==> config.mk <==
export PLATFORM = sky130hd
export DESIGN_NAME = thermal_steady_estimator_flat
export DESIGN_NICKNAME = d
export VERILOG_FILES = /design/src/rtl/thermal_steady_estimator_if.sv /design/src/rtl/thermal_steady_estimator.sv /design/src/flat_wrapper.sv
export SDC_FILE = /design/constraint.sdc
export NUM_CORES = 1
export LEC_CHECK = 0
export CAP_MARGIN = 20
export CORE_MARGIN = 5
export CORE_UTILIZATION = 50
export CTS_BUF_LIST = sky130_fd_sc_hd__clkbuf_16
export CTS_CLUSTER_DIAMETER = 200
export DETAILED_ROUTE_END_ITERATION = 8
export PLACE_DENSITY = 0.74
export SLEW_MARGIN = 10
export SYNTH_ARGS = -nofsm -noshare
export SYNTH_HDL_FRONTEND = slang
export SYNTH_SLANG_ARGS = --single-unit
==> constraint.sdc <==
create_clock -name clk -period 5.8 [get_ports clk]
set_input_delay 1.16 -clock clk [delete_from_list [all_inputs] [get_ports clk]]
set_output_delay 1.16 -clock clk [all_outputs]
set_load 0.01 [all_outputs]
==> src/rtl/thermal_steady_estimator_if.sv <==
// Handshake bundle for the steady-state estimator: the sample stream in,
// the averaged result out, and the synchronous flush control.
interface thermal_steady_estimator_if #(
  parameter int WIDTH = 16
);
  logic             clear;
  logic             s_valid;
  logic             s_ready;
  logic [WIDTH-1:0] s_temp;
  logic             m_valid;
  logic             m_ready;
  logic [WIDTH-1:0] m_t_steady;
  logic             m_sat;

  // Producer of samples / consumer of results
  modport master (
    output clear, s_valid, s_temp, m_ready,
    input  s_ready, m_valid, m_t_steady, m_sat
  );

  // The estimator itself
  modport slave (
    input  clear, s_valid, s_temp, m_ready,
    output s_ready, m_valid, m_t_steady, m_sat
  );
endinterface

==> src/rtl/thermal_steady_estimator.sv <==
// Inverts the Euler thermal step T[n+1] = T[n] + ((Tss - T[n]) >>> ALPHA_SHIFT):
// each sample pair gives Tss_est = T[n] + ((T[n+1] - T[n]) << ALPHA_SHIFT),
// clamped to the unsigned range, and 2^AVG_SHIFT estimates are averaged
// into one result presented on a valid/ready output.
module thermal_steady_estimator #(
  parameter int WIDTH       = 16,
  parameter int ALPHA_SHIFT = 8,
  parameter int AVG_SHIFT   = 2
) (
  input logic                        clk,
  input logic                        rst,
  thermal_steady_estimator_if.slave  bus
);

  localparam int DW    = WIDTH + 1;
  localparam int EW    = WIDTH + ALPHA_SHIFT + 2;
  localparam int ACC_W = WIDTH + AVG_SHIFT;
  localparam int CNT_W = (AVG_SHIFT > 0) ? AVG_SHIFT : 1;
  localparam logic [CNT_W-1:0] CNT_MAX = CNT_W'((1 << AVG_SHIFT) - 1);

  typedef enum logic [1:0] {
    EMPTY = 2'd0,
    ACCUM = 2'd1,
    CALC  = 2'd2,
    HOLD  = 2'd3
  } state_t;

  state_t             state_q, state_d;
  logic [WIDTH-1:0]   prev_q, prev_d;
  logic [ACC_W-1:0]   acc_q, acc_d;
  logic [CNT_W-1:0]   cnt_q, cnt_d;
  logic [WIDTH-1:0]   est_q, est_d;
  logic               est_sat_q, est_sat_d;
  logic               sat_acc_q, sat_acc_d;
  logic               m_valid_q, m_valid_d;
  logic [WIDTH-1:0]   m_t_q, m_t_d;
  logic               m_sat_q, m_sat_d;

  logic               s_ready_int;
  logic               s_xfer;
  logic               last_in_window;
  logic [ACC_W-1:0]   acc_sum;

  logic [DW-1:0]      diff;
  logic [EW-1:0]      diff_ext;
  logic [EW-1:0]      prev_ext;
  logic [EW-1:0]      est_wide;
  logic [WIDTH-1:0]   est_clamped;
  logic               est_clamp;

  assign s_ready_int    = !rst && ((state_q == EMPTY) || (state_q == ACCUM));
  assign s_xfer         = bus.s_valid && s_ready_int;
  assign last_in_window = (AVG_SHIFT == 0) ? 1'b1 : (cnt_q == CNT_MAX);
  assign acc_sum        = acc_q + ACC_W'(est_q);

  assign bus.s_ready    = s_ready_int;
  assign bus.m_valid    = m_valid_q;
  assign bus.m_t_steady = m_t_q;
  assign bus.m_sat      = m_sat_q;

  // Reconstruct the steady-state target from the new sample and the previous one, then clamp
  always_comb begin
    diff     = {1'b0, bus.s_temp} - {1'b0, prev_q};
    diff_ext = {{(EW - DW){diff[DW-1]}}, diff};
    prev_ext = {{(EW - WIDTH){1'b0}}, prev_q};
    est_wide = (diff_ext << ALPHA_SHIFT) + prev_ext;
    if (est_wide[EW-1]) begin
      est_clamped = '0;
      est_clamp   = 1'b1;
    end else if (|est_wide[EW-2:WIDTH]) begin
      est_clamped = '1;
      est_clamp   = 1'b1;
    end else begin
      est_clamped = est_wide[WIDTH-1:0];
      est_clamp   = 1'b0;
    end
  end

  // Next-state logic: flush handling, then EMPTY -> ACCUM <-> CALC -> HOLD sequencing
  always_comb begin
    state_d   = state_q;
    prev_d    = prev_q;
    acc_d     = acc_q;
    cnt_d     = cnt_q;
    est_d     = est_q;
    est_sat_d = est_sat_q;
    sat_acc_d = sat_acc_q;
    m_valid_d = m_valid_q;
    m_t_d     = m_t_q;
    m_sat_d   = m_sat_q;

    if (bus.clear) begin
      state_d   = EMPTY;
      prev_d    = '0;
      acc_d     = '0;
      cnt_d     = '0;
      est_d     = '0;
      est_sat_d = 1'b0;
      sat_acc_d = 1'b0;
      m_valid_d = 1'b0;
      m_sat_d   = 1'b0;
    end else begin
      case (state_q)
        EMPTY: begin
          if (s_xfer) begin
            prev_d  = bus.s_temp;
            state_d = ACCUM;
          end
        end
        ACCUM: begin
          if (s_xfer) begin
            est_d     = est_clamped;
            est_sat_d = est_clamp;
            prev_d    = bus.s_temp;
            state_d   = CALC;
          end
        end
        CALC: begin
          acc_d     = acc_sum;
          sat_acc_d = sat_acc_q | est_sat_q;
          cnt_d     = cnt_q + 1'b1;
          if (last_in_window) begin
            m_t_d     = acc_sum[ACC_W-1:AVG_SHIFT];
            m_sat_d   = sat_acc_q | est_sat_q;
            m_valid_d = 1'b1;
            state_d   = HOLD;
          end else begin
            state_d = ACCUM;
          end
        end
        HOLD: begin
          if (m_valid_q && bus.m_ready) begin
            m_valid_d = 1'b0;
            acc_d     = '0;
            cnt_d     = '0;
            sat_acc_d = 1'b0;
            state_d   = ACCUM;
          end
        end
        default: state_d = EMPTY;
      endcase
    end
  end

  // State registers with synchronous reset that overrides everything, including clear
  always_ff @(posedge clk) begin
    if (rst) begin
      state_q   <= EMPTY;
      prev_q    <= '0;
      acc_q     <= '0;
      cnt_q     <= '0;
      est_q     <= '0;
      est_sat_q <= 1'b0;
      sat_acc_q <= 1'b0;
      m_valid_q <= 1'b0;
      m_t_q     <= '0;
      m_sat_q   <= 1'b0;
    end else begin
      state_q   <= state_d;
      prev_q    <= prev_d;
      acc_q     <= acc_d;
      cnt_q     <= cnt_d;
      est_q     <= est_d;
      est_sat_q <= est_sat_d;
      sat_acc_q <= sat_acc_d;
      m_valid_q <= m_valid_d;
      m_t_q     <= m_t_d;
      m_sat_q   <= m_sat_d;
    end
  end

endmodule

==> src/flat_wrapper.sv <==
// flat-port wrapper written by rule: the top's interface ports become plain ports
module thermal_steady_estimator_flat 
#(
  parameter int WIDTH       = 16,
  parameter int ALPHA_SHIFT = 8,
  parameter int AVG_SHIFT   = 2
)
  (clk, rst, bus_clear, bus_s_valid, bus_s_temp, bus_m_ready, bus_s_ready, bus_m_valid, bus_m_t_steady, bus_m_sat);
  thermal_steady_estimator_if #(.WIDTH(WIDTH)) bus_i ();
  input logic clk;
  input logic rst;
  input wire logic [$bits(bus_i.clear)-1:0] bus_clear;
  input wire logic [$bits(bus_i.s_valid)-1:0] bus_s_valid;
  input wire logic [$bits(bus_i.s_temp)-1:0] bus_s_temp;
  input wire logic [$bits(bus_i.m_ready)-1:0] bus_m_ready;
  output wire logic [$bits(bus_i.s_ready)-1:0] bus_s_ready;
  output wire logic [$bits(bus_i.m_valid)-1:0] bus_m_valid;
  output wire logic [$bits(bus_i.m_t_steady)-1:0] bus_m_t_steady;
  output wire logic [$bits(bus_i.m_sat)-1:0] bus_m_sat;
  assign bus_i.clear = bus_clear;
  assign bus_i.s_valid = bus_s_valid;
  assign bus_i.s_temp = bus_s_temp;
  assign bus_i.m_ready = bus_m_ready;
  assign bus_s_ready = bus_i.s_ready;
  assign bus_m_valid = bus_i.m_valid;
  assign bus_m_t_steady = bus_i.m_t_steady;
  assign bus_m_sat = bus_i.m_sat;
  thermal_steady_estimator #(.WIDTH(WIDTH), .ALPHA_SHIFT(ALPHA_SHIFT), .AVG_SHIFT(AVG_SHIFT)) u_core (.clk(clk), .rst(rst), .bus(bus_i));
endmodule
==> run_results.csv, run 1 <==
group,metric,value,unit
status,status,"completed",
floorplan,die_h,113.0,um
floorplan,io_pins,40,
min_path,min_path_type,"reg2reg",
setup_path,r2r_setup_slack,1.65,ns
setup_path,arrival,5.39,ns
finish,area_growth,14.42,%
synthesis,ys_types,77,
route,final_antenna_net_count,0,
sta,fin_crit,5.195,ns
placement,dp_cells,786,
synthesis,syn_area,5301,sq um
synthesis,synth_edf_count,0,
pwr,finalPower,1.351,mW
pwr,power_density,222.8,nW/um^2
sta,worst_hold_slack,0.4544,ns
global_routing,grt_pass1_wl,22230,um
setup_path,path_buf_inv,3,
clock_tree,clock_tree.buffer_depth,2,
synthesis,synth-seq-cells,74,
finish,stdcell_count,802,
pwr,p_clk_share,45.9,%
synthesis,syn_area_per_cell,8.349,sq um
finish,antenna_cells,0,
floorplan,start_util,51.35,%
pwr,internal_power,979.3,uW
sta,max_freq,192.5,MHz
route,wl_per_cell,16.49,um
global_routing,antenna_found_initial,0,
sta,drv_slew,0,
setup_path,cpLargestDelayFamily,"compound AO/OA/AOI/OAI gates",
clock_tree,cts_resized,0,
clock_tree,clk_latency,0.35,ns
setup_path,cp-end-kind,"register",
setup_path,crit_required,5.99,ns
pwr,swShare,27.52,%
finish,drive_gt1_share,8.408,%
pwr,power_leakage,2.393,nW
floorplan,fp-row-count,37,
setup_path,r2r_cells,15,
sta,worst_pin_slew,1.007,ns
clock_tree,cts_tree,"done",
placement,port-buffer-count,39,
run,drv_cap,0,
global_routing,met3_usage,3.743,%
route,viasPerCell,5.915,
setup_path,worstPathCellList,"clkdlybuf4s50_1 -> inv_1 -> ha_1 -> fa_1 -> nand2b_1 -> a21oi_2 -> nor2_1 -> xnor2_1 -> ha_1 -> or4_1 -> o21ai_0 -> nor2_1 -> a21o_1 -> a211o_1 -> a22oi_4 -> buf_4 -> a311oi_1",
floorplan,dieArea,12760,sq um
sta,min_period_over_period,89.57,%
placement,placed_area,5739,sq um
setup_path,start_kind,"input port",
global_routing,grt.busiest_layer,"met2",
floorplan,core,10320,sq um
synthesis,synthesis.yosys.warnings,0,
sta,hold_viol_final,0,
pwr,vdd_drop_max,0.0001199,V
finish,stdcell_area,6066,sq um
setup_path,max_stage_delay,0.50,ns
min_path,min_path_cells,2,
placement,hpwlAfterDp,9723,um
sta,clock_skew,0.007107,ns
route,dr.pass1.iters,4,
setup_path,crit_fanout,17,
pwr,power.share.sequential,38.2,%
sta,worst_slew_margin_rel,32.60,%
placement,dp_slack,0.2806,ns
pwr,p_sw,371.8,uW
global_routing,grt_usage,21.13,%
global_routing,grt_max_degree,59,
clock_tree,cts.clk_slew.worst_paths,0.06,ns
route,drt-initial-drc-count,309,
global_routing,grt_pass1_vias,4605,
clock_tree,cts_made_buffers,9,
finish,post-route-util,58.76,%
clock_tree,clock-root-buffer,"clkbuf_16",
route,routed_wl,13220,um
placement,gp_congestion,0.8489,
sta,setup_ws,0.6050,ns
finish,layout.nets,731,
pwr,p_comb_share,16.0,%
sta,setup_tns,0,ns
sta,setup_viol,0,
setup_path,worstSetupPathType,"in2reg",
global_routing,use_met2,34.76,%
setup_path,cp_slowest_cell,"clkdlybuf4s50_1",
clock_tree,postCtsSetupBuffers,0,
synthesis,synth_cells,635,
sta,rsz0062_at_grt,"no",
route,drc,0,
synthesis,synthArstFlopShare,0,%
global_routing,globalRouteMet1Util,28.03,%
synthesis,ys_seq_area_share,27.94,%
synthesis,syn_nets,705,
clock_tree,clkSinkCount,74,
route,num_vias,4744,
floorplan,dieWidth,113.0,um
clock_tree,htree_levels,3,
setup_path,path_depth,17,
global_routing,grt_overflow_total,0,
synthesis,synth_top_flop_cell,"dfxtp_1",
clock_tree,cts_hold_buf,0,
-- cells in the final DEF, fill, tap and decap left out, types with 6 or more instances in the layout --
cell / synthesis / routed
a31oi_1: 6 / 6
ha_1: 46 / 46
dfxtp_1: 74 / 74
nand3b_1: 7 / 7
nand3_1: 17 / 17
o211ai_1: 6 / 6
a21oi_1: 78 / 78
xnor2_1: 24 / 24
a22oi_1: 11 / 11
a211oi_1: 6 / 6
a311oi_2: 10 / 10
o21ai_0: 10 / 10
nand2_1: 78 / 78
a21o_1: 15 / 15
nor2_1: 45 / 45
clkbuf_16: 0 / 9
nand2b_1: 10 / 10
mux2i_1: 20 / 20
o31ai_1: 6 / 6
a311oi_1: 7 / 7
inv_1: 33 / 33
clkdlybuf4s50_1: 0 / 39
nor3_1: 13 / 13
-- cell usage after synthesis, types with 11 or more instances --
master | n | share of area [%]
nor3_1 | 13 | 1.2
nand3_1 | 17 | 1.6
ha_1 | 46 | 11
a21oi_1 | 78 | 7.4
dfxtp_1 | 74 | 28
inv_1 | 33 | 2.3
mux2i_1 | 20 | 3.8
a21o_1 | 15 | 2.1
xnor2_1 | 24 | 4.0
nand2_1 | 78 | 5.5
nor2_1 | 45 | 3.2
a22oi_1 | 11 | 1.6
clkbuf_1 | 19 | 1.3
-- tightest hold or removal path, cell delays in order, from the launching register on --
cell     delay [ns]
dfxtp_1        0.31
nand2_1        0.05
a21oi_1        0.05
-- area by class of cell --
cell class,count,area (sq um)
fill,920,4258
clock inverter,7,101.3
clock buffer,9,225.2
inverter,34,127.6
multi-input combinational,498,3532
sequential,74,1481
tap,136,170.2
timing repair buffer,44,427.9
-- power by group through the flow --
stage | clock network (mW) | registers, mW | logic, mW
final | 0.620 | 0.516 | 0.216
after global placement | 0 | 0.527 | 0.206
after CTS | 0.629 | 0.515 | 0.213
after detailed placement | 0 | 0.527 | 0.212
after global routing | 0.653 | 0.516 | 0.236
after floorplan | 0 | 0.525 | 0.166
-- layer usage --
layer  routed length (um)  part of all wire (%)
met4                  244                   1.8
met3                  552                   4.2
met2                 6324                    48
met5                    0                     0
met1                 6100                    46
-- state kept, by name, summed over array words and instances, names as in the netlist, 2 cells and up --
| signal | count |
|---|---|
| u_core.est_q | 16 |
| u_core.prev_q | 16 |
| u_core.cnt_q | 2 |
| u_core.bus.m_t_steady | 16 |
| u_core.state_q | 2 |
| u_core.acc_q | 18 |
-- final timing paths --
check	start	end
min reg2reg	u_core.bus.m_t_steady[3]	u_core.bus.m_t_steady[3]
max reg2reg	u_core.prev_q[0]	u_core.est_q[4]
min	u_core.bus.m_t_steady[3]	u_core.bus.m_t_steady[3]
max	bus_s_temp[0]	u_core.est_q[4]
-- logic make-up (layout without fill, tap and decap cells) --
| family | count (synthesis) | after routing | synth area share (%) |
|---|---|---|---|
| flops | 74 | 74 | 27.94 |
| compound gates | 197 | 197 | 27.45 |
| buf+inv | 63 | 94 | 5.428 |
| fa+ha+maj | 49 | 49 | 11.99 |
| xor+xnor | 28 | 28 | 4.626 |
| mux | 20 | 20 | 3.776 |
| simple gates | 204 | 204 | 18.79 |
Power figures use the tool's default switching activity.
==> inputs of run 2 (changes only) <==
--- a/config.mk
+++ b/config.mk
@@ -5,12 +5,12 @@
 export SDC_FILE = /design/constraint.sdc
 export NUM_CORES = 1
 export LEC_CHECK = 0
-export CAP_MARGIN = 20
 export CORE_MARGIN = 5
 export CORE_UTILIZATION = 50
 export CTS_BUF_LIST = sky130_fd_sc_hd__clkbuf_16
 export CTS_CLUSTER_DIAMETER = 200
 export DETAILED_ROUTE_END_ITERATION = 8
+export MAX_ROUTING_LAYER = met4
 export PLACE_DENSITY = 0.74
 export SLEW_MARGIN = 10
 export SYNTH_ARGS = -nofsm -noshare
==> run 2 against run 1 <==
Net effect:
- clock skew grew 0.0013 ns
- worst hold slack hardly changed
- fmax increased by 1.0%
- largest power group unchanged
- clock power fell by 15%
- global-route usage up 0.53 points
- critical path type unchanged
- die area did not move
==> run_results.csv, run 2 (same netlist as run 1, synthesis figures left out) <==
group,metric,value,unit
status,status,"completed",
placement,hpwlAfterDp,9780,um
pwr,p_clk_share,42.0,%
setup_path,worstSetupPathType,"in2reg",
setup_path,r2r_end,"u_core.est_q[4]",
clock_tree,cts_tree,"done",
floorplan,dieArea,12760,sq um
placement,dp_slack,0.3889,ns
pwr,power.share.sequential,41.0,%
clock_tree,clock_tree.buffer_depth,2,
global_routing,grt_max_degree,46,
setup_path,crit_fanout,17,
setup_path,crit_required,6.00,ns
finish,top_register,"u_core.acc_q",
floorplan,start_util,51.35,%
global_routing,grt_pass1_wl,22250,um
route,wl_per_cell,16.55,um
route,routed_wl,13270,um
finish,area_growth,13.50,%
finish,layout.nets,731,
route,viasPerCell,6.021,
sta,hold_viol_final,0,
setup_path,r2r_cells,15,
setup_path,r2r_setup_slack,1.72,ns
floorplan,core,10320,sq um
pwr,swShare,29.26,%
run,drv_cap,0,
route,final_antenna_net_count,0,
global_routing,grt_overflow_total,0,
placement,gp_congestion,0.8779,
sta,max_freq,194.5,MHz
setup_path,critPathLaunch,"bus_s_temp[0]",
global_routing,grt_pass1_vias,4694,
pwr,power_density,209.2,nW/um^2
clock_tree,cts_resized,0,
route,drt-initial-drc-count,334,
clock_tree,clock-root-buffer,"clkbuf_16",
sta,worst_hold_slack,0.4545,ns
clock_tree,postCtsSetupBuffers,0,
clock_tree,clk_latency,0.34,ns
setup_path,arrival,5.34,ns
clock_tree,clkSinkCount,74,
clock_tree,htree_levels,3,
setup_path,worstPathCellList,"clkdlybuf4s50_1 -> inv_1 -> ha_1 -> fa_1 -> nand2b_1 -> a21oi_2 -> nor2_1 -> xnor2_1 -> ha_1 -> or4_1 -> o21ai_0 -> nor2_1 -> a21o_1 -> a211o_1 -> a22oi_4 -> buf_4 -> a311oi_1",
route,drc,0,
setup_path,cp-end-kind,"register",
setup_path,cp_slowest_cell,"clkdlybuf4s50_1",
placement,port-buffer-count,39,
pwr,p_sw,368.3,uW
floorplan,io_pins,40,
route,dr.pass1.iters,5,
floorplan,die_h,113.0,um
floorplan,dieWidth,113.0,um
sta,drv_slew,0,
setup_path,reg2reg_from,"u_core.prev_q[0]",
sta,fin_crit,5.142,ns
setup_path,start_kind,"input port",
sta,setup_tns,0,ns
pwr,vdd_drop_max,0.0001046,V
setup_path,critPathCapture,"u_core.est_q[4]",
sta,clock_skew,0.008387,ns
finish,drive_gt1_share,8.408,%
finish,layout_common_cells,"a21oi_1, nand2_1, dfxtp_1",
pwr,power_leakage,2.371,nW
global_routing,antenna_found_initial,0,
sta,rsz0062_at_grt,"no",
clock_tree,cts.clk_slew.worst_paths,0.06,ns
sta,min_period_over_period,88.65,%
clock_tree,cts_hold_buf,0,
pwr,p_comb_share,17.0,%
pwr,internal_power,890.4,uW
sta,setup_viol,0,
route,num_vias,4829,
global_routing,grt_usage,21.65,%
sta,worst_slew_margin_rel,30.42,%
sta,setup_ws,0.6582,ns
clock_tree,cts_made_buffers,9,
floorplan,fp-row-count,37,
min_path,min_path_type,"reg2reg",
finish,antenna_cells,0,
setup_path,max_stage_delay,0.51,ns
sta,worst_pin_slew,1.017,ns
finish,largest_reg_flops,18,
## run 2: cell types whose count changed in the layout (fill, tap and decap cells not counted)
cell       before  now
bufinv_16       2    0
clkinv_2        1    2
clkinv_4        1    2
inv_6           1    2
inv_8           1    0
## run 2: final cells by class
type / instances / area, sq um
Clock buffer: 9 / 225.2
Clock inverter: 7 / 52.55
Fill cell: 926 / 4307
Inverter: 34 / 127.6
Multi-Input combinational cell: 498 / 3532
Sequential cell: 74 / 1481
Tap cell: 136 / 170.2
Timing Repair Buffer: 44 / 427.9
## run 2: power groups by stage
| stage | clock network (mW) | registers [mW] | logic [mW] |
|---|---|---|---|
| after floorplan | 0 | 0.525 | 0.166 |
| after global placement | 0 | 0.527 | 0.206 |
| after detailed placement | 0 | 0.527 | 0.211 |
| after CTS | 0.533 | 0.516 | 0.213 |
| after global routing | 0.557 | 0.516 | 0.234 |
| final | 0.529 | 0.516 | 0.214 |
## run 2: per-stage QoR
step / std cells / utilization [%] / total power, mW / cell area, sq um
after floorplan: 635 / - / 0.6914 / 5301
after global placement: 786 / 55.59 / 0.7327 / 5739
after detailed placement: 786 / 55.59 / 0.7376 / 5739
after CTS: 802 / 58.28 / 1.262 / 6017
after global routing: 802 / 58.28 / 1.308 / 6017
final: 802 / 58.28 / 1.259 / 6017
## run 2: worst min path at each step
stage | startpoint | end | slack, ns | depth (start not counted)
2_1_floorplan | u_core.acc_q[0] | u_core.acc_q[0] | 0.44 | 2
3_3_place_gp | u_core.bus.m_t_steady[14] | u_core.bus.m_t_steady[14] | 0.44 | 2
3_5_place_dp | u_core.bus.m_t_steady[1] | u_core.bus.m_t_steady[1] | 0.45 | 2
4_1_cts | u_core.bus.m_t_steady[1] | u_core.bus.m_t_steady[1] | 0.46 | 2
5_1_grt | u_core.bus.m_t_steady[1] | u_core.bus.m_t_steady[1] | 0.48 | 2
6_report | u_core.bus.m_t_steady[1] | u_core.bus.m_t_steady[1] | 0.45 | 2
## run 2: per-layer routing
metal | global-route usage [%] | up-vias | share of wire (%)
li1 | - | 2380 | -
met1 | 26.47 | 2321 | 46
met2 | 35.90 | 104 | 48
met3 | 4.118 | 24 | 4.2
met4 | 7.292 | 0 | 1.8
met5 | - | - | 0
## run 2: critical path: cells and delay by family
kind,cells,cell delay [ns]
AND/OR/NAND/NOR,4,0.98
buffers and inverters,3,0.84
adder cells (fa/ha/maj),3,0.84
XOR/XNOR,1,0.14
AO/OA/AOI/OAI,6,1.36
==> inputs of run 3 (changes only) <==
--- a/config.mk
+++ b/config.mk
@@ -6,12 +6,12 @@
 export NUM_CORES = 1
 export LEC_CHECK = 0
 export CORE_MARGIN = 5
-export CORE_UTILIZATION = 50
+export CORE_UTILIZATION = 40
 export CTS_BUF_LIST = sky130_fd_sc_hd__clkbuf_16
 export CTS_CLUSTER_DIAMETER = 200
 export DETAILED_ROUTE_END_ITERATION = 8
 export MAX_ROUTING_LAYER = met4
-export PLACE_DENSITY = 0.74
+export PLACE_DENSITY = 0.62
 export SLEW_MARGIN = 10
 export SYNTH_ARGS = -nofsm -noshare
 export SYNTH_HDL_FRONTEND = slang
==> run 3 against run 2 <==
Net effect:
- first-iteration DRC count decreased by 9.0%
- combinational power about the same
- sequential share of layout area down 0.26 points
- critical path depth unchanged
- cell count rose by 5.0%
- total power is 2.5% higher
- via count fell by 2.4%
- cell area increased by 1.1%
- critical endpoint is now u_core.est_q[2]
==> run_results.csv, run 3 (same netlist as run 1, synthesis figures left out) <==
group,metric,value,unit
setup_path,reg2reg_from,"u_core.prev_q[0]",
placement,gp_congestion,0.8985,
placement,placed_area,5789,sq um
finish,drive_gt1_share,8.108,%
clock_tree,postCtsSetupBuffers,0,
clock_tree,clk_latency,0.35,ns
setup_path,start_kind,"input port",
route,wl_per_cell,15.97,um
setup_path,crit_required,5.99,ns
sta,min_period_over_period,89.91,%
sta,worst_hold_slack,0.4474,ns
global_routing,grt_pass1_vias,4590,
placement,hpwlAfterDp,9908,um
floorplan,dieArea,15660,sq um
sta,drv_slew,0,
sta,rsz0062_at_grt,"no",
clock_tree,cts_tree,"done",
pwr,vdd_drop_max,0.0001400,V
finish,antenna_cells,0,
clock_tree,cts_resized,0,
setup_path,worstPathCellList,"clkdlybuf4s50_1 -> inv_1 -> ha_1 -> fa_1 -> nand2b_1 -> a21oi_2 -> nor2_1 -> xnor2_1 -> ha_1 -> or4_1 -> o21ai_0 -> nor2_1 -> a21o_1 -> a211o_1 -> a22oi_4 -> buf_4 -> a311oi_1",
floorplan,dieWidth,125.1,um
route,num_vias,4711,
global_routing,grt_pass1_wl,22850,um
clock_tree,cts_made_buffers,9,
global_routing,grt_max_degree,35,
min_path,min_to,"u_core.bus.m_t_steady[14]",
setup_path,worstSetupPathType,"in2reg",
placement,dp_cells,826,
floorplan,die_h,125.1,um
floorplan,core,13140,sq um
setup_path,max_stage_delay,0.50,ns
finish,nFillCells,1292,
route,routed_wl,13450,um
sta,setup_viol,0,
finish,layout.nets,731,
floorplan,io_pins,40,
route,final_antenna_net_count,0,
global_routing,grt_overflow_total,0,
finish,area_growth,14.73,%
sta,setup_tns,0,ns
sta,clock_skew,0.007863,ns
clock_tree,cts.clk_slew.worst_paths,0.06,ns
clock_tree,cts_hold_buf,0,
sta,worst_pin_slew,1.003,ns
route,dr.pass1.iters,4,
floorplan,fp-row-count,42,
floorplan,start_util,40.35,%
route,drc,0,
setup_path,arrival,5.41,ns
finish,stdcell_area,6082,sq um
finish,largest_reg_flops,18,
sta,max_freq,191.8,MHz
min_path,hp-start,"u_core.bus.m_t_steady[14]",
clock_tree,htree_levels,3,
sta,hold_viol_final,0,
clock_tree,clkSinkCount,74,
run,drv_cap,0,
setup_path,crit_fanout,17,
route,drt-initial-drc-count,304,
min_path,min_path_cells,2,
sta,worst_slew_margin_rel,32.88,%
setup_path,r2r_end,"u_core.est_q[2]",
route,viasPerCell,5.595,
min_path,min_path_type,"reg2reg",
setup_path,r2r_cells,15,
global_routing,grt_usage,18.11,%
setup_path,cp_slowest_cell,"clkdlybuf4s50_1",
finish,stdcell_count,842,
placement,port-buffer-count,39,
clock_tree,clock_tree.buffer_depth,2,
sta,fin_crit,5.215,ns
status,status,"completed",
setup_path,r2r_setup_slack,1.63,ns
global_routing,antenna_found_initial,0,
pwr,power_density,212.1,nW/um^2
clock_tree,clock-root-buffer,"clkbuf_16",
finish,top_register,"u_core.acc_q",
setup_path,cp-end-kind,"register",
finish,layout_common_cells,"a21oi_1, nand2_1, dfxtp_1",
pwr,power_leakage,2.376,nW
-- run 3: metrics by stage --
stage | setup slack (ns) | util [%] | total power, mW
4_1_cts | 0.6158 | 46.30 | 1.301
3_3_place_gp | 0.4279 | 44.07 | 0.7341
6_report | 0.5854 | 46.30 | 1.290
2_1_floorplan | 1.186 | - | 0.6914
3_5_place_dp | 0.2738 | 44.07 | 0.7398
5_1_grt | 0.3274 | 46.30 | 1.346
-- run 3: worst max path at each step --
stage / start / endpoint / slack, ns
after floorplan: bus_s_temp[0] / u_core.est_q[10] / 1.19
after global placement: bus_s_temp[0] / u_core.est_q[1] / 0.43
after detailed placement: bus_s_temp[0] / u_core.est_q[2] / 0.27
after CTS: bus_s_temp[0] / u_core.est_q[2] / 0.62
after global routing: bus_s_temp[0] / u_core.est_q[2] / 0.33
final: bus_s_temp[0] / u_core.est_q[2] / 0.59
-- run 3: layout make-up --
class	count	area [sq um]	area share [%]
inverters	34	127.6	2.098
well taps	176	220.2	3.621
clock inverters	7	67.56	1.111
multi-input cells	498	3532	58.07
flip-flops and latches	74	1481	24.36
clock buffers	9	225.2	3.703
repair buffers	44	427.9	7.036
-- run 3: critical path: cells and delay by family --
| kind | cells | cell delay, ns |
|---|---|---|
| and+or+nand+nor | 4 | 0.98 |
| xor gates and xnor gates | 1 | 0.14 |
| AOI/OAI and AO/OA | 6 | 1.42 |
| adders and majority gates | 3 | 0.86 |
| buffers and inverters | 3 | 0.84 |
-- run 3: power breakdown --
group | total [mW] | internal [mW] | leakage [nW] | switching, mW
sequential | 0.516 | 0.512 | 0.597 | 0.00391
clock | 0.559 | 0.332 | 0.141 | 0.227
combinational | 0.215 | 0.0864 | 1.64 | 0.129
-- run 3: routing by layer --
metal	part of all wire, %	vias to the layer above	track usage (%)
met5	0	-	-
li1	-	2374	-
met4	2.1	0	7.079
met3	3.4	24	2.687
met1	46	2226	22.64
met2	48	87	29.58
==> RTL change 1: new RTL, flow settings as in run 3 <==
`WIDTH` is set to 16 in 3 places; all go to 12.
--- a/src/rtl/thermal_steady_estimator_if.sv
+++ b/src/rtl/thermal_steady_estimator_if.sv
@@ -3,3 +3,3 @@
 interface thermal_steady_estimator_if #(
-  parameter int WIDTH = 16
+  parameter int WIDTH = 12
 );
--- a/src/rtl/thermal_steady_estimator.sv
+++ b/src/rtl/thermal_steady_estimator.sv
@@ -5,3 +5,3 @@
 module thermal_steady_estimator #(
-  parameter int WIDTH       = 16,
+  parameter int WIDTH       = 12,
   parameter int ALPHA_SHIFT = 8,
--- a/src/flat_wrapper.sv
+++ b/src/flat_wrapper.sv
@@ -3,3 +3,3 @@
 #(
-  parameter int WIDTH       = 16,
+  parameter int WIDTH       = 12,
   parameter int ALPHA_SHIFT = 8,
Ports: changed (resized bus_m_t_steady and bus_s_temp); port bits go from 40 to 32. No check against the original RTL was run, so the function may have changed too.
==> RTL change 1 against run 3 <==
  * Critical path type unchanged
  * Synthesized cell count shrank 27%
  * Critical path depth fell by 2
  * Clock skew fell by 0.0024 ns
  * Wire length fell by 36%
  * Largest cell class unchanged
  * Setup slack better by 0.78 ns
  * Combinational power shrank 38%
  * Sequential power shrank 22%
  * Highest routed layer unchanged
  * Final area down 27%
  * Sequential cell count fell by 16
  * Synthesized area decreased by 28%
  * Sequential share of layout area increased by 1.8 points
  * Cell count shrank 26%
  * Total power fell by 23%
==> RTL change 1: results (changes against run 3) <==
outcome=finished, final reports clean; CP arrival=4.58 ns (-0.83 ns); slowest cell delay on critical path=0.66 ns (+0.16 ns); M3 GR Usage=2.58% (-0.11 points); compound-gate portion of the synthesized area=26.6% (-0.89 points); Post-synth top cells=67 x a21oi_1, 58 x dfxtp_1, 57 x nand2_1, 43 x nor2_1, 34 x ha_1; post-synth top area share=30.4% (+2.5 points); metal1 wirelength=4230 um (-32%); post-synthesis mux area share=0.262% (-3.5 points); worst-margin pin slew=1.15 ns (+0.149 ns); async set-or-reset flop fraction in the synthesized netlist=0% (unchanged); n_diodes=0 (unchanged); static leakage=1.62 nW (-32%); nets@finish=539 (-26%); combinational logic power=0.133 mW (-38%); post-synthesis xor/xnor area fraction=4.13% (-0.49 points); Largest register FFs=14 (-4); largest net degree at the start of global routing=47 (+34%); worst vdd ir=0.123 mV (-12%); critical path startpoint=bus_s_temp[0]; Hold Startpoint=u_core.bus.m_t_steady[10]; syn nets=516 (-27%); Area contributors post-synth=dfxtp_1 30%, ha_1 11%, a21oi_1 8.8%; placed inst area=4190 sq um (-28%); number of global-route vias before repair=3104 (-32%); metal3 WL=184 um (-60%); crit path max-delay cell type=o21ai_2; worst r2r src=u_core.prev_q[1]; GP Congestion=0.809 (-9.9%); Pre-Repair DR Iteration Count=4 (unchanged); sequential share of the synthesized area=30.4% (+2.5 points); final wirelength=8640 um (-36%); Port Buffers=31 (-21%); met2 Use GR=26.5% (-3.1 points); Total Routing Usage GR=15.8% (-2.3 points); Fillers=958 (-26%); Hold Crit Class=reg2reg; metal2 WL=4150 um (-36%); clk_lat worst skew=0.32 ns (-0.03 ns); layout cells sized above 1=8.98% (+0.87 points); Longest Clk Path Bufs=2 (unchanged); Resized Gates After CTS=0 (unchanged); Adder-Cell Fraction of Synth Area=12.7% (+0.73 points); Flop+latch power=0.405 mW (-22%); DR iter-0 viols=131 (-57%); Top reg by flops=u_core.acc_q; Layout Skew=0.00545 ns (-0.00242 ns); CTS buffer count=9 (unchanged); root buffer cell=clkbuf_16; Netlist cell types=61 (-21%); HPWL after DPL=6460 um (-35%); CP Max Fanout=13 (-4); first-pass GRT wire length=14600 um (-36%); GR Layer Usage met1=19.5% (-3.1 points); P_sw=0.258 mW (-28%); clk slew on worst S/H paths=approximately 0.05 ns; Vias=3284 (-30%)
-- RTL change 1: per-stage QoR --
stage,setup WS [ns],cells,power (mW),utilization [%]
2_1_floorplan,1.91,462,0.512,-
3_3_place_gp,1.16,603,0.543,45.1
3_5_place_dp,1.03,603,0.546,45.1
4_1_cts,1.36,619,1.00,47.8
5_1_grt,1.11,619,1.04,47.8
6_report,1.37,619,0.993,47.8
-- RTL change 1: final timing paths --
kind	to	slack, ns	depth (start not counted)
hold / removal	u_core.bus.m_t_steady[10]	0.45	2
setup / recovery	u_core.est_q[5]	1.37	15
setup reg to reg	u_core.est_q[5]	2.41	13
hold reg to reg	u_core.bus.m_t_steady[10]	0.45	2
-- RTL change 1: final cells by class --
cell class | count | area share (%)
clock buffers | 9 | 5.07
repair buffers | 32 | 7.15
flip-flops and latches | 58 | 26.1
multi-input cells | 362 | 55.5
well taps | 129 | 3.63
inverters | 22 | 1.86
clock inverters | 7 | 0.648
==> RTL change 2: new RTL, settings of run 3 <==
Made on the original files. Encoding of `state_t`: now one-hot (4 bits for 4 states).
--- a/src/rtl/thermal_steady_estimator.sv
+++ b/src/rtl/thermal_steady_estimator.sv
@@ -20,7 +20,7 @@
 
-  typedef enum logic [1:0] {
-    EMPTY = 2'd0,
-    ACCUM = 2'd1,
-    CALC  = 2'd2,
-    HOLD  = 2'd3
+  typedef enum logic [3:0] {
+    EMPTY = 4'b0001,
+    ACCUM = 4'b0010,
+    CALC  = 4'b0100,
+    HOLD  = 4'b1000
   } state_t;
Formal check against the unedited RTL: same outputs for any inputs over 4 cycles, from zero or initial values and one cycle with rst high; so few cycles prove little.
==> RTL change 2 against run 3 <==
  * Sequential power rose by 3%
  * Setup slack better by 0.15 ns
  * Register-to-register slack got worse by 0.04 ns
  * Synthesized area decreased by 5.6%
  * Final area decreased by 5.2%
  * Sequential cell count is 2 higher
  * Total power fell by 5.1%
  * Worst hold slack gained 0.0040 ns
  * Wire length down 7.7%
  * Highest routed layer unchanged
==> RTL change 2: results (changes against run 3) <==
Adder-Cell Fraction of Synth Area=11.4% (-0.54 points); Post-synth top cells=115 x nand2_1, 87 x a21oi_1, 76 x dfxtp_1, 41 x ha_1, 39 x nor2_1; non-filler cells, final=841 (-0.12%); FF-to-FF path depth=17 (+2); sequential share of the synthesized area=30.4% (+2.4 points); M3 GR Usage=1.76% (-0.92 points); post-synthesis xor/xnor area fraction=5.25% (+0.62 points); Synth Area per Inst=7.76 sq um (-7.0%); fin crit share=87.3% (-2.6 points); CP endpoint=u_core.est_q[3]; DR iter-0 viols=324 (+6.6%); met2 Use GR=29.0% (-0.61 points); metal1 wirelength=6070 um (-2.3%); Cells after DPL=825 (-0.12%); placed inst area=5500 sq um (-5.0%); via-per-instance ratio=5.42 (-3.0%); worst r2r src=u_core.prev_q[1]; number of global-route vias before repair=4486 (-2.3%); metal3 WL=326 um (-28%); HPWL after DPL=9390 um (-5.2%); post-synth top area share=30.4% (+2.4 points); layout cells sized above 1=6.39% (-1.7 points); worst-margin pin slew=1.06 ns (+0.0545 ns); combinational logic power=0.181 mW (-16%); Netlist cell types=70 (-9.1%); outcome=finished, final reports clean; slowest cell delay on critical path=0.48 ns (-0.02 ns); compound-gate portion of the synthesized area=25.2% (-2.3 points); Fin Hold WS=0.451 ns (+0.00404 ns); pre-CTS setup slack=0.413 ns (+0.139 ns)
## RTL change 2: changes by cell type in the layout (fill, tap and decap cells not counted), moves of 7 or more
cell and delta:
a22oi_1 -9, o21ai_1 +11, mux2i_1 -18, a21oi_1 +9
a311oi_1 -7, nand2_1 +37, a311oi_2 -9, o21ai_0 +9
## RTL change 2: area by class of cell
type	count	area, sq um	share of cell area (%)
multi-input combinational	510	3240	56.3
timing repair buffer	42	413	7.16
clock inverter	7	42.5	0.738
clock buffer	9	225	3.91
sequential	76	1520	26.4
inverter	29	109	1.89
tap	168	210	3.65
## RTL change 2: worst register-to-register path: stages (launching register included)
cell and delay, ns:
dfxtp_1 0.43, inv_1 0.07, ha_1 0.26, nor2b_4 0.13, o31a_1 0.28, o31a_1 0.35, o21a_1 0.20, nor2_1 0.12
xnor2_1 0.08, ha_1 0.19, or3_1 0.35, o41a_1 0.42, nand2b_1 0.17, mux2i_1 0.12, o41ai_2 0.31, o211ai_4 0.26
o21ai_1 0.23, a21oi_1 0.08
